$ cat src/rtl/axi_early_wdata_sub.sv
// AXI5 write-channel subordinate front end with early write data.
// W beats are buffered independently of AW, then paired in order with queued
// AW bursts; each beat goes out on a simple memory write port with its computed
// address, and one B response is returned per burst.
// Ports:
//   clk, rst                       clock, synchronous active-high reset
//   aw*  (awvalid/awready/awid/awaddr/awlen/awsize/awburst)  write address channel
//   w*   (wvalid/wready/wdata/wstrb/wlast)                  write data channel
//   b*   (bvalid/bready/bid/bresp)                          write response channel
//   wr_* (wr_valid/wr_ready/wr_addr/wr_data/wr_strb/wr_last) memory write port
module axi_early_wdata_sub #(
   parameter int unsigned ADDR_WIDTH  = 32,
   parameter int unsigned DATA_WIDTH  = 64,
   parameter int unsigned ID_W_WIDTH  = 3,
   parameter int unsigned BRESP_WIDTH = 2,
   parameter int unsigned WDATA_DEPTH = 16,
   parameter int unsigned AW_DEPTH    = 4
) (
   input  logic                    clk,
   input  logic                    rst,
   input  logic                    awvalid,
   output logic                    awready,
   input  logic [ID_W_WIDTH-1:0]   awid,
   input  logic [ADDR_WIDTH-1:0]   awaddr,
   input  logic [7:0]              awlen,
   input  logic [2:0]              awsize,
   input  logic [1:0]              awburst,
   input  logic                    wvalid,
   output logic                    wready,
   input  logic [DATA_WIDTH-1:0]   wdata,
   input  logic [DATA_WIDTH/8-1:0] wstrb,
   input  logic                    wlast,
   output logic                    bvalid,
   input  logic                    bready,
   output logic [ID_W_WIDTH-1:0]   bid,
   output logic [BRESP_WIDTH-1:0]  bresp,
   output logic                    wr_valid,
   input  logic                    wr_ready,
   output logic [ADDR_WIDTH-1:0]   wr_addr,
   output logic [DATA_WIDTH-1:0]   wr_data,
   output logic [DATA_WIDTH/8-1:0] wr_strb,
   output logic                    wr_last
);

   localparam int unsigned STRB_WIDTH = DATA_WIDTH / 8;
   localparam int unsigned WPTR_W     = $clog2(WDATA_DEPTH);
   localparam int unsigned WCNT_W     = WPTR_W + 1;
   localparam int unsigned APTR_W     = $clog2(AW_DEPTH);
   localparam int unsigned ACNT_W     = APTR_W + 1;
   localparam int unsigned AWE_W      = ID_W_WIDTH + ADDR_WIDTH + 8 + 3 + 2;

   localparam logic [1:0] BURST_FIXED = 2'b00;
   localparam logic [1:0] BURST_INCR  = 2'b01;
   localparam logic [1:0] BURST_WRAP  = 2'b10;
   localparam logic [1:0] BURST_RSVD  = 2'b11;

   typedef enum logic [1:0] {IDLE, BURST, RESP} state_t;

   state_t state, state_nxt;

   // W beat FIFO
   logic [DATA_WIDTH-1:0] wf_data [WDATA_DEPTH];
   logic [STRB_WIDTH-1:0] wf_strb [WDATA_DEPTH];
   logic                  wf_last [WDATA_DEPTH];
   logic [WPTR_W-1:0]     wf_wp, wf_rp;
   logic [WCNT_W-1:0]     wf_cnt, wf_cnt_nxt;
   logic                  w_push, w_pop;

   // AW request FIFO
   logic [AWE_W-1:0]      aw_mem [AW_DEPTH];
   logic [APTR_W-1:0]     aw_wp, aw_rp;
   logic [ACNT_W-1:0]     aw_cnt, aw_cnt_nxt;
   logic                  aw_push, aw_pop;

   logic [ID_W_WIDTH-1:0] h_id;
   logic [ADDR_WIDTH-1:0] h_addr;
   logic [7:0]            h_len;
   logic [2:0]            h_size;
   logic [1:0]            h_burst;

   // Current burst context
   logic [ID_W_WIDTH-1:0] cur_id;
   logic [ADDR_WIDTH-1:0] cur_addr, addr_nxt;
   logic [7:0]            cur_len, beat;
   logic [2:0]            cur_size;
   logic [1:0]            mode, ld_mode;
   logic                  err, ld_err;

   assign w_push     = wvalid && wready;
   assign aw_push    = awvalid && awready;
   assign w_pop      = wr_valid && wr_ready;
   assign wf_cnt_nxt = wf_cnt + WCNT_W'(w_push) - WCNT_W'(w_pop);
   assign aw_cnt_nxt = aw_cnt + ACNT_W'(aw_push) - ACNT_W'(aw_pop);

   assign {h_id, h_addr, h_len, h_size, h_burst} = aw_mem[aw_rp];

   // FIFO storage; contents need no reset, only the pointers do
   always_ff @(posedge clk) begin
      if (w_push) begin
         wf_data[wf_wp] <= wdata;
         wf_strb[wf_wp] <= wstrb;
         wf_last[wf_wp] <= wlast;
      end
      if (aw_push) aw_mem[aw_wp] <= {awid, awaddr, awlen, awsize, awburst};
   end

   // FIFO control; ready reflects the post-update occupancy so a full FIFO never
   // accepts a push even when it pops in the same cycle
   always_ff @(posedge clk) begin
      if (rst) begin
         wf_wp   <= '0;
         wf_rp   <= '0;
         wf_cnt  <= '0;
         wready  <= 1'b0;
         aw_wp   <= '0;
         aw_rp   <= '0;
         aw_cnt  <= '0;
         awready <= 1'b0;
      end else begin
         if (w_push)  wf_wp <= wf_wp + WPTR_W'(1);
         if (w_pop)   wf_rp <= wf_rp + WPTR_W'(1);
         if (aw_push) aw_wp <= aw_wp + APTR_W'(1);
         if (aw_pop)  aw_rp <= aw_rp + APTR_W'(1);
         wf_cnt  <= wf_cnt_nxt;
         aw_cnt  <= aw_cnt_nxt;
         wready  <= (wf_cnt_nxt != WCNT_W'(WDATA_DEPTH));
         awready <= (aw_cnt_nxt != ACNT_W'(AW_DEPTH));
      end
   end

   // Decode of the AW head: invalid WRAP and reserved bursts fall back to INCR
   always_comb begin
      logic [ADDR_WIDTH-1:0] h_mask;
      logic                  wrap_ok;
      h_mask  = (ADDR_WIDTH'(1) << h_size) - ADDR_WIDTH'(1);
      wrap_ok = ((h_len == 8'd1) || (h_len == 8'd3) || (h_len == 8'd7) || (h_len == 8'd15))
                && ((h_addr & h_mask) == '0);
      ld_mode = BURST_INCR;
      ld_err  = 1'b0;
      case (h_burst)
         BURST_FIXED: ld_mode = BURST_FIXED;
         BURST_WRAP: begin
            ld_mode = wrap_ok ? BURST_WRAP : BURST_INCR;
            ld_err  = !wrap_ok;
         end
         BURST_RSVD: ld_err = 1'b1;
         default:    ld_mode = BURST_INCR;
      endcase
   end

   // Next beat address; the wrap region is a power of two so mod is a mask
   always_comb begin
      logic [ADDR_WIDTH-1:0] nbytes, rmask;
      nbytes   = ADDR_WIDTH'(1) << cur_size;
      rmask    = ((ADDR_WIDTH'(cur_len) + ADDR_WIDTH'(1)) << cur_size) - ADDR_WIDTH'(1);
      addr_nxt = (cur_addr & ~(nbytes - ADDR_WIDTH'(1))) + nbytes;
      if (mode == BURST_FIXED)     addr_nxt = cur_addr;
      else if (mode == BURST_WRAP) addr_nxt = (cur_addr & ~rmask) | ((cur_addr + nbytes) & rmask);
   end

   // Next-state logic
   always_comb begin
      state_nxt = state;
      aw_pop    = 1'b0;
      case (state)
         IDLE: begin
            if (aw_cnt != '0) begin
               aw_pop    = 1'b1;
               state_nxt = BURST;
            end
         end
         BURST:   if (w_pop && (beat == cur_len)) state_nxt = RESP;
         RESP:    if (bready) state_nxt = IDLE;
         default: state_nxt = IDLE;
      endcase
   end

   // State register and burst context
   always_ff @(posedge clk) begin
      if (rst) begin
         state    <= IDLE;
         cur_id   <= '0;
         cur_addr <= '0;
         cur_len  <= '0;
         cur_size <= '0;
         mode     <= BURST_INCR;
         beat     <= '0;
         err      <= 1'b0;
      end else begin
         state <= state_nxt;
         if (aw_pop) begin
            cur_id   <= h_id;
            cur_addr <= h_addr;
            cur_len  <= h_len;
            cur_size <= h_size;
            mode     <= ld_mode;
            beat     <= '0;
            err      <= ld_err;
         end else if (w_pop) begin
            cur_addr <= addr_nxt;
            beat     <= beat + 8'd1;
            if (wf_last[wf_rp] != (beat == cur_len)) err <= 1'b1;
         end
      end
   end

   assign wr_valid = (state == BURST) && (wf_cnt != '0);
   assign wr_addr  = cur_addr;
   assign wr_data  = wf_data[wf_rp];
   assign wr_strb  = wf_strb[wf_rp];
   assign wr_last  = (beat == cur_len);
   assign bvalid   = (state == RESP);
   assign bid      = cur_id;
   assign bresp    = (bvalid && err) ? BRESP_WIDTH'(2) : '0;

endmodule

$ cat config.mk
export PLATFORM = sky130hd
export DESIGN_NAME = axi_early_wdata_sub
export DESIGN_NICKNAME = d
export VERILOG_FILES = /design/src/rtl/axi_early_wdata_sub.sv
export SDC_FILE = /design/constraint.sdc
export NUM_CORES = 1
export LEC_CHECK = 0
export BUFFER_PORTS_ARGS = -buffer_cell sky130_fd_sc_hd__buf_2
export CAP_MARGIN = 15
export CORE_ASPECT_RATIO = 0.6
export CORE_UTILIZATION = 56
export DETAILED_ROUTE_END_ITERATION = 16
export PLACE_DENSITY = 0.79
export SLEW_MARGIN = 10
export SYNTH_ARGS = -nofsm -noshare
export SYNTH_HDL_FRONTEND = slang
export SYNTH_SLANG_ARGS = --single-unit
$ cat constraint.sdc
create_clock -name clk -period 14.86 [get_ports clk]
set_input_delay 0.743 -clock clk [delete_from_list [all_inputs] [get_ports clk]]
set_output_delay 0.743 -clock clk [all_outputs]
set_load 0.01 [all_outputs]
==> results.ini, run 1 <==
[status]
status=completed

[clock_tree]
clkTransAtPathRegs_ns=0.06
cts.hold.buffers_added=0
clock_latency_ns=0.75
cts-root-buf=clkbuf_16
htreeDepth=4
cts-resized-gates=0
clockBufferDepth=3
cts_made_buffers=130
cts_setup_buffers=0
cts_sinks=1447
cts_tree=built

[yosys]
synth_commonest_cells=1360 x edfxtp_1, 413 x mux4_2, 142 x nand2_1, 115 x nor2_1, 113 x clkbuf_1
ys_ff_latch=1447
synth.distinct_cells=91
yosysWarningCount=0
synthTopCellsByArea=edfxtp_1 70%, mux4_2 16%, dfxtp_1 3.0%
syn-num-nets=3139
avgSynthCellArea_sq_um=19.7
yosysMostFrequentCell=edfxtp_1
synth.cell_area_sq_mm=0.0584
synth_edf_count=1360
async_flop_share=0
ys_seq_area_frac=0.729
synth_top_area_share=0.699
synth_top_cell_by_area=edfxtp_1
ys.flop_type=edfxtp_1
synth_cells=2972

[routing]
vias_per_cell=6.66
routed-wl-met3_microns=13400
drc=0
drt-met1-wl_microns=59800
firstDrtPassIters=8
drtIter0Drc=4050
wl_microns=148000
wl_met2_microns=70500
highest_layer=met5
ant_nets=0
via_count=31600
wl_per_cell_microns=31.1

[timing]
period_needed_ns=5.40
hold_viol_final=0
setup_viol_count_final=0
fin_setup_tns_ns=0
min_period_over_period=0.364
tightest_slew_ns=1.27
slew_viol_final=0
rsz0062_at_grt=no
clock_skew_ns=0.0331
fmax_ghz=0.185
max_slew_margin=0.153

[grt]
grt_max_degree=181
grt_first_pass_wirelength_microns=215000
track_usage=0.282
overflow=0
grt_pass1_vias=31700
antenna_found_initial=16

[final_layout]
seq_area_sq_mm=0.0426
nNetsFinal=3406
area_delta_synth_final_pct=12.1
fillers=6714
multiInputGateArea_sq_mm=0.0152
layout-drive-gt1-share=0.282
post-route-util=0.636

[floorplan]
die_h_microns=252
die_w_microns=419
initial_core_util=0.567
core_area_sq_mm=0.103
row_count=91
io_pins=241
die-area_sq_mm=0.106

[worst_setup_path]
rrSetupSlack_ns=10.01
crit_fanout=52
reg2reg_from=cur_size[0]
crit_path_max_incr_delay_ns=0.91
critPathSlowestCell=buf_4
worstSetupPathType=reg -> out
worst-path-buf-inv=3
worstPathCellList=buf_4 -> buf_4 -> mux4_2 -> mux4_2 -> buf_2
worstPathArrival_ns=4.66
critical-path-top-delay-family=buffers and inverters
cp-end-kind=output pin
required_ns=14.12
setup.worst_path.start_class=flop
ff2ff_path_depth=16

[power_and_ir_drop]
p_per_area_mw_per_mm2=161
ir_drop_v=0.000146
leakage_nw=20.4

[hold_path]
whs_path_depth=1
min_to=aw_mem[2][26]
min_from=awaddr[13]
min_path_type=in -> reg

[place]
port_buffers=239
finalWeightedCongestion=0.973
hpwlAfterDp_microns=79000

[run]
cap_viol_max_count=0

-- sequential cells by signal, summed over array words and instances, names as in the netlist, 2 cells and up, named ones only --
signal / cells
aw_wp: 2
beat: 8
aw_mem: 192
cur_size: 3
wf_wp: 4
wf_strb: 128
wf_rp: 4
state: 2
wf_last: 16
aw_cnt: 3
mode: 2
wf_data: 1024
cur_len: 8
bid: 3
wf_cnt: 5
aw_rp: 2
-- placed cells by master (no fill, tap or decap), types with 13 or more instances in the layout --
cell / netlist / layout
clkbuf_1: 113 / 25
buf_4: 2 / 55
nand2b_1: 21 / 21
inv_1: 38 / 37
nand3_1: 37 / 37
and2_1: 14 / 14
nand2_1: 142 / 142
ha_1: 37 / 37
nor2b_1: 16 / 16
xor2_1: 29 / 29
buf_2: 13 / 239
clkbuf_16: 0 / 138
mux4_2: 413 / 413
clkinv_1: 2 / 36
nor2_1: 115 / 102
o21ai_0: 44 / 44
xnor2_1: 55 / 55
nor3_1: 40 / 36
edfxtp_1: 1360 / 1360
a21oi_1: 84 / 84
and3_1: 17 / 13
a31oi_1: 18 / 18
clkinv_2: 0 / 16
dfxtp_1: 87 / 81
nand4_1: 17 / 17
-- worst max path at each step --
stage / end / slack (ns) / depth (start not counted) / startpoint
4_1_cts: wr_data[28] / 9.25 / 5 / flop
6_report: wr_data[15] / 9.46 / 5 / flop
2_1_floorplan: wf_data[3][0] / 8.05 / 4 / wvalid
5_1_grt: wr_data[15] / 9.03 / 5 / flop
3_5_place_dp: wr_data[15] / 10.10 / 5 / flop
3_3_place_gp: wr_data[15] / 10.19 / 5 / flop
-- where the power goes --
part	internal, mW	switching (mW)
sequential	4.65	0.213
clock	1.81	1.50
combinational	0.989	1.41
total	7.45	3.12
-- cell families after synthesis --
group	share of synthesized area
XOR/XNOR	0.0131
AO/OA/AOI/OAI	0.0336
AND/OR/NAND/NOR	0.0419
multiplexers	0.160
flip-flops	0.729
buffers and inverters	0.0136
other	0.0000642
adder cells (fa/ha/maj)	0.00895
-- area by class of cell --
type,count,area share
clock inverters,72,0.00896
inverters,41,0.00235
diodes,11,0.000420
clock buffers,163,0.0541
flip-flops and latches,1447,0.650
multi-input cells,1322,0.232
repair buffers,297,0.0256
well taps,1395,0.0266
-- stage by stage --
step	worst slack, ns	power (mW)	area (sq um)	hold slack [ns]	cells
floorplan	8.05	6.51	58400	0.431	2972
global placement	10.19	7.20	61300	0.448	4501
detailed placement	10.10	7.27	61300	0.452	4501
CTS	9.25	10.6	65500	0.153	4736
global route	9.03	10.9	65500	0.188	4745
finish	9.46	10.6	65500	0.213	4748
-- layer usage --
layer	vias to the layer above	GRT usage
met5	-	0
met4	10	0.0972
met3	280	0.0553
met2	1880	0.429
met1	16600	0.413
li1	12800	-
Note: power is estimated with default switching activity, not from simulation.
==> inputs of run 2 (changes only) <==
- clock period: 14.86 -> 5.35 ns (I/O delays scaled with it)
==> results.ini, run 2 (same netlist as run 1, synthesis figures left out) <==
[routing]
wl_per_cell_microns=31.7
ant_nets=0
drtIter0Drc=4265
via_count=32400
vias_per_cell=6.65
drc=0
firstDrtPassIters=6
wl_microns=154000

[final_layout]
fillers=6574
area_delta_synth_final_pct=14.9
regMostFlops=wf_data
layout_commonest_cell=edfxtp_1
largestRegisters=wf_data x1024, aw_mem x192, wf_strb x128
mostFrequentLayoutCells=1360 x edfxtp_1, 413 x mux4_2, 239 x buf_2, 142 x nand2_1, 124 x dlygate4sd3_1
largest_reg_flops=1024
layout-drive-gt1-share=0.277
nNetsFinal=3530

[place]
finalWeightedCongestion=0.986
hpwlAfterDp_microns=83500
port_buffers=239

[worst_setup_path]
ff2ff_path_depth=10
crit_path_max_incr_delay_ns=0.68
worstPathArrival_ns=5.15
crit_fanout=15
critPathSlowestCell=dfxtp_1
rrSetupSlack_ns=0.84
worstPathCellList=ha_1 -> and3_1 -> a311oi_1 -> a221o_1 -> nor3_1 -> a2111oi_0 -> and4bb_2 -> o21ai_1 -> a21oi_1 -> a221oi_1
worstSetupPathType=reg -> reg
cp-end-kind=flop
setup.worst_path.start_class=flop
reg2reg_from=cur_len[0]
required_ns=6.00

[timing]
fin_setup_tns_ns=0
clock_skew_ns=0.0368
period_needed_ns=4.51
hold_viol_final=0
tightest_slew_ns=1.19
rsz0062_at_grt=no
setup_viol_count_final=0
fmax_ghz=0.222
slew_viol_final=0
max_slew_margin=0.205
min_period_over_period=0.842

[clock_tree]
htreeDepth=3
clock_latency_ns=0.75
cts-root-buf=clkbuf_16
cts-resized-gates=0
clkTransAtPathRegs_ns=0.07
cts_setup_buffers=0
cts_made_buffers=121
cts_sinks=1447
cts_tree=built
clockBufferDepth=3

[grt]
grt_max_degree=77
overflow=0
grt_pass1_vias=32600
grt_first_pass_wirelength_microns=223000
antenna_found_initial=5
track_usage=0.293

[power_and_ir_drop]
leakage_nw=21.1
ir_drop_v=0.000328
power_mw=30.1
p_per_area_mw_per_mm2=449

[floorplan]
die_h_microns=252
initial_core_util=0.567
row_count=91
die-area_sq_mm=0.106
core_area_sq_mm=0.103
die_w_microns=419
io_pins=241

[run]
cap_viol_max_count=0

[hold_path]
whs_path_depth=4
min_path_type=in -> reg
min_from=wr_ready

[status]
status=completed

-- run 2: changes by cell type in the layout (fill, tap and decap cells not counted), sizes merged, moves of 7 or more --
cell         previous run  this run
diode                  11         2
clkinv                 55        48
clkbuf                163       149
bufinv                  6        26
dlygate4sd3             0       124
buf                   297       306
-- run 2: how the worst max path moves through the flow --
stage	cells after the start	slack (ns)	to	from
after floorplan	4	0.88	wf_data[11][0]	wready
after global placement	13	1.19	flop	cur_len[0]
after detailed placement	10	1.07	flop	cur_len[0]
after CTS	10	1.03	flop	cur_len[0]
after global routing	14	0.59	flop	cur_len[0]
final	10	0.84	flop	cur_len[0]
-- run 2: report_power, final --
part / switching (mW) / internal, mW
registers: 0.628 / 12.9
clock network: 4.18 / 5.55
logic: 4.03 / 2.85
total: 8.84 / 21.3
-- run 2: per-stage QoR --
stage               utilization  cells  worst slack [ns]  area (sq um)  hold slack (ns)
global route              0.652   4863             0.587         67200            0.143
CTS                       0.652   4862              1.03         67200           0.0929
global placement          0.597   4511              1.19         61600            0.446
finish                    0.652   4864             0.844         67200            0.139
detailed placement        0.597   4511              1.07         61600            0.448
floorplan                     -   2972             0.878         58500            0.366
-- run 2: layout make-up --
| class | instances | area, sq um | share of cell area |
|---|---|---|---|
| Sequential cell | 1447 | 42600 | 0.634 |
| Multi-Input combinational cell | 1322 | 15200 | 0.226 |
| Clock buffer | 149 | 3220 | 0.0479 |
| Timing Repair Buffer | 430 | 3100 | 0.0462 |
| Tap cell | 1395 | 1750 | 0.0260 |
| Clock inverter | 78 | 1130 | 0.0168 |
| Inverter | 41 | 154 | 0.00229 |
| Antenna cell | 2 | 5.00 | 0.0000745 |
-- run 2: timing repair --
item	4_1_cts	5_1_grt
endpoints found under the hold margin	1378	0
setup endpoints to repair	0	0
hold buffers	124	0
-- run 2: layer usage --
metal | wire, microns | track usage
met5 | 50 | 0
met4 | 4060 | 0.0787
met3 | 14500 | 0.0591
met2 | 74200 | 0.459
met1 | 61300 | 0.424
-- run 2: worst max-delay path: cells and delay by family, from the launching register on --
family	cells	cell delay (ns)
flops	1	0.68
simple gates	3	1.53
fa+ha+maj	1	0.45
compound gates	6	1.75
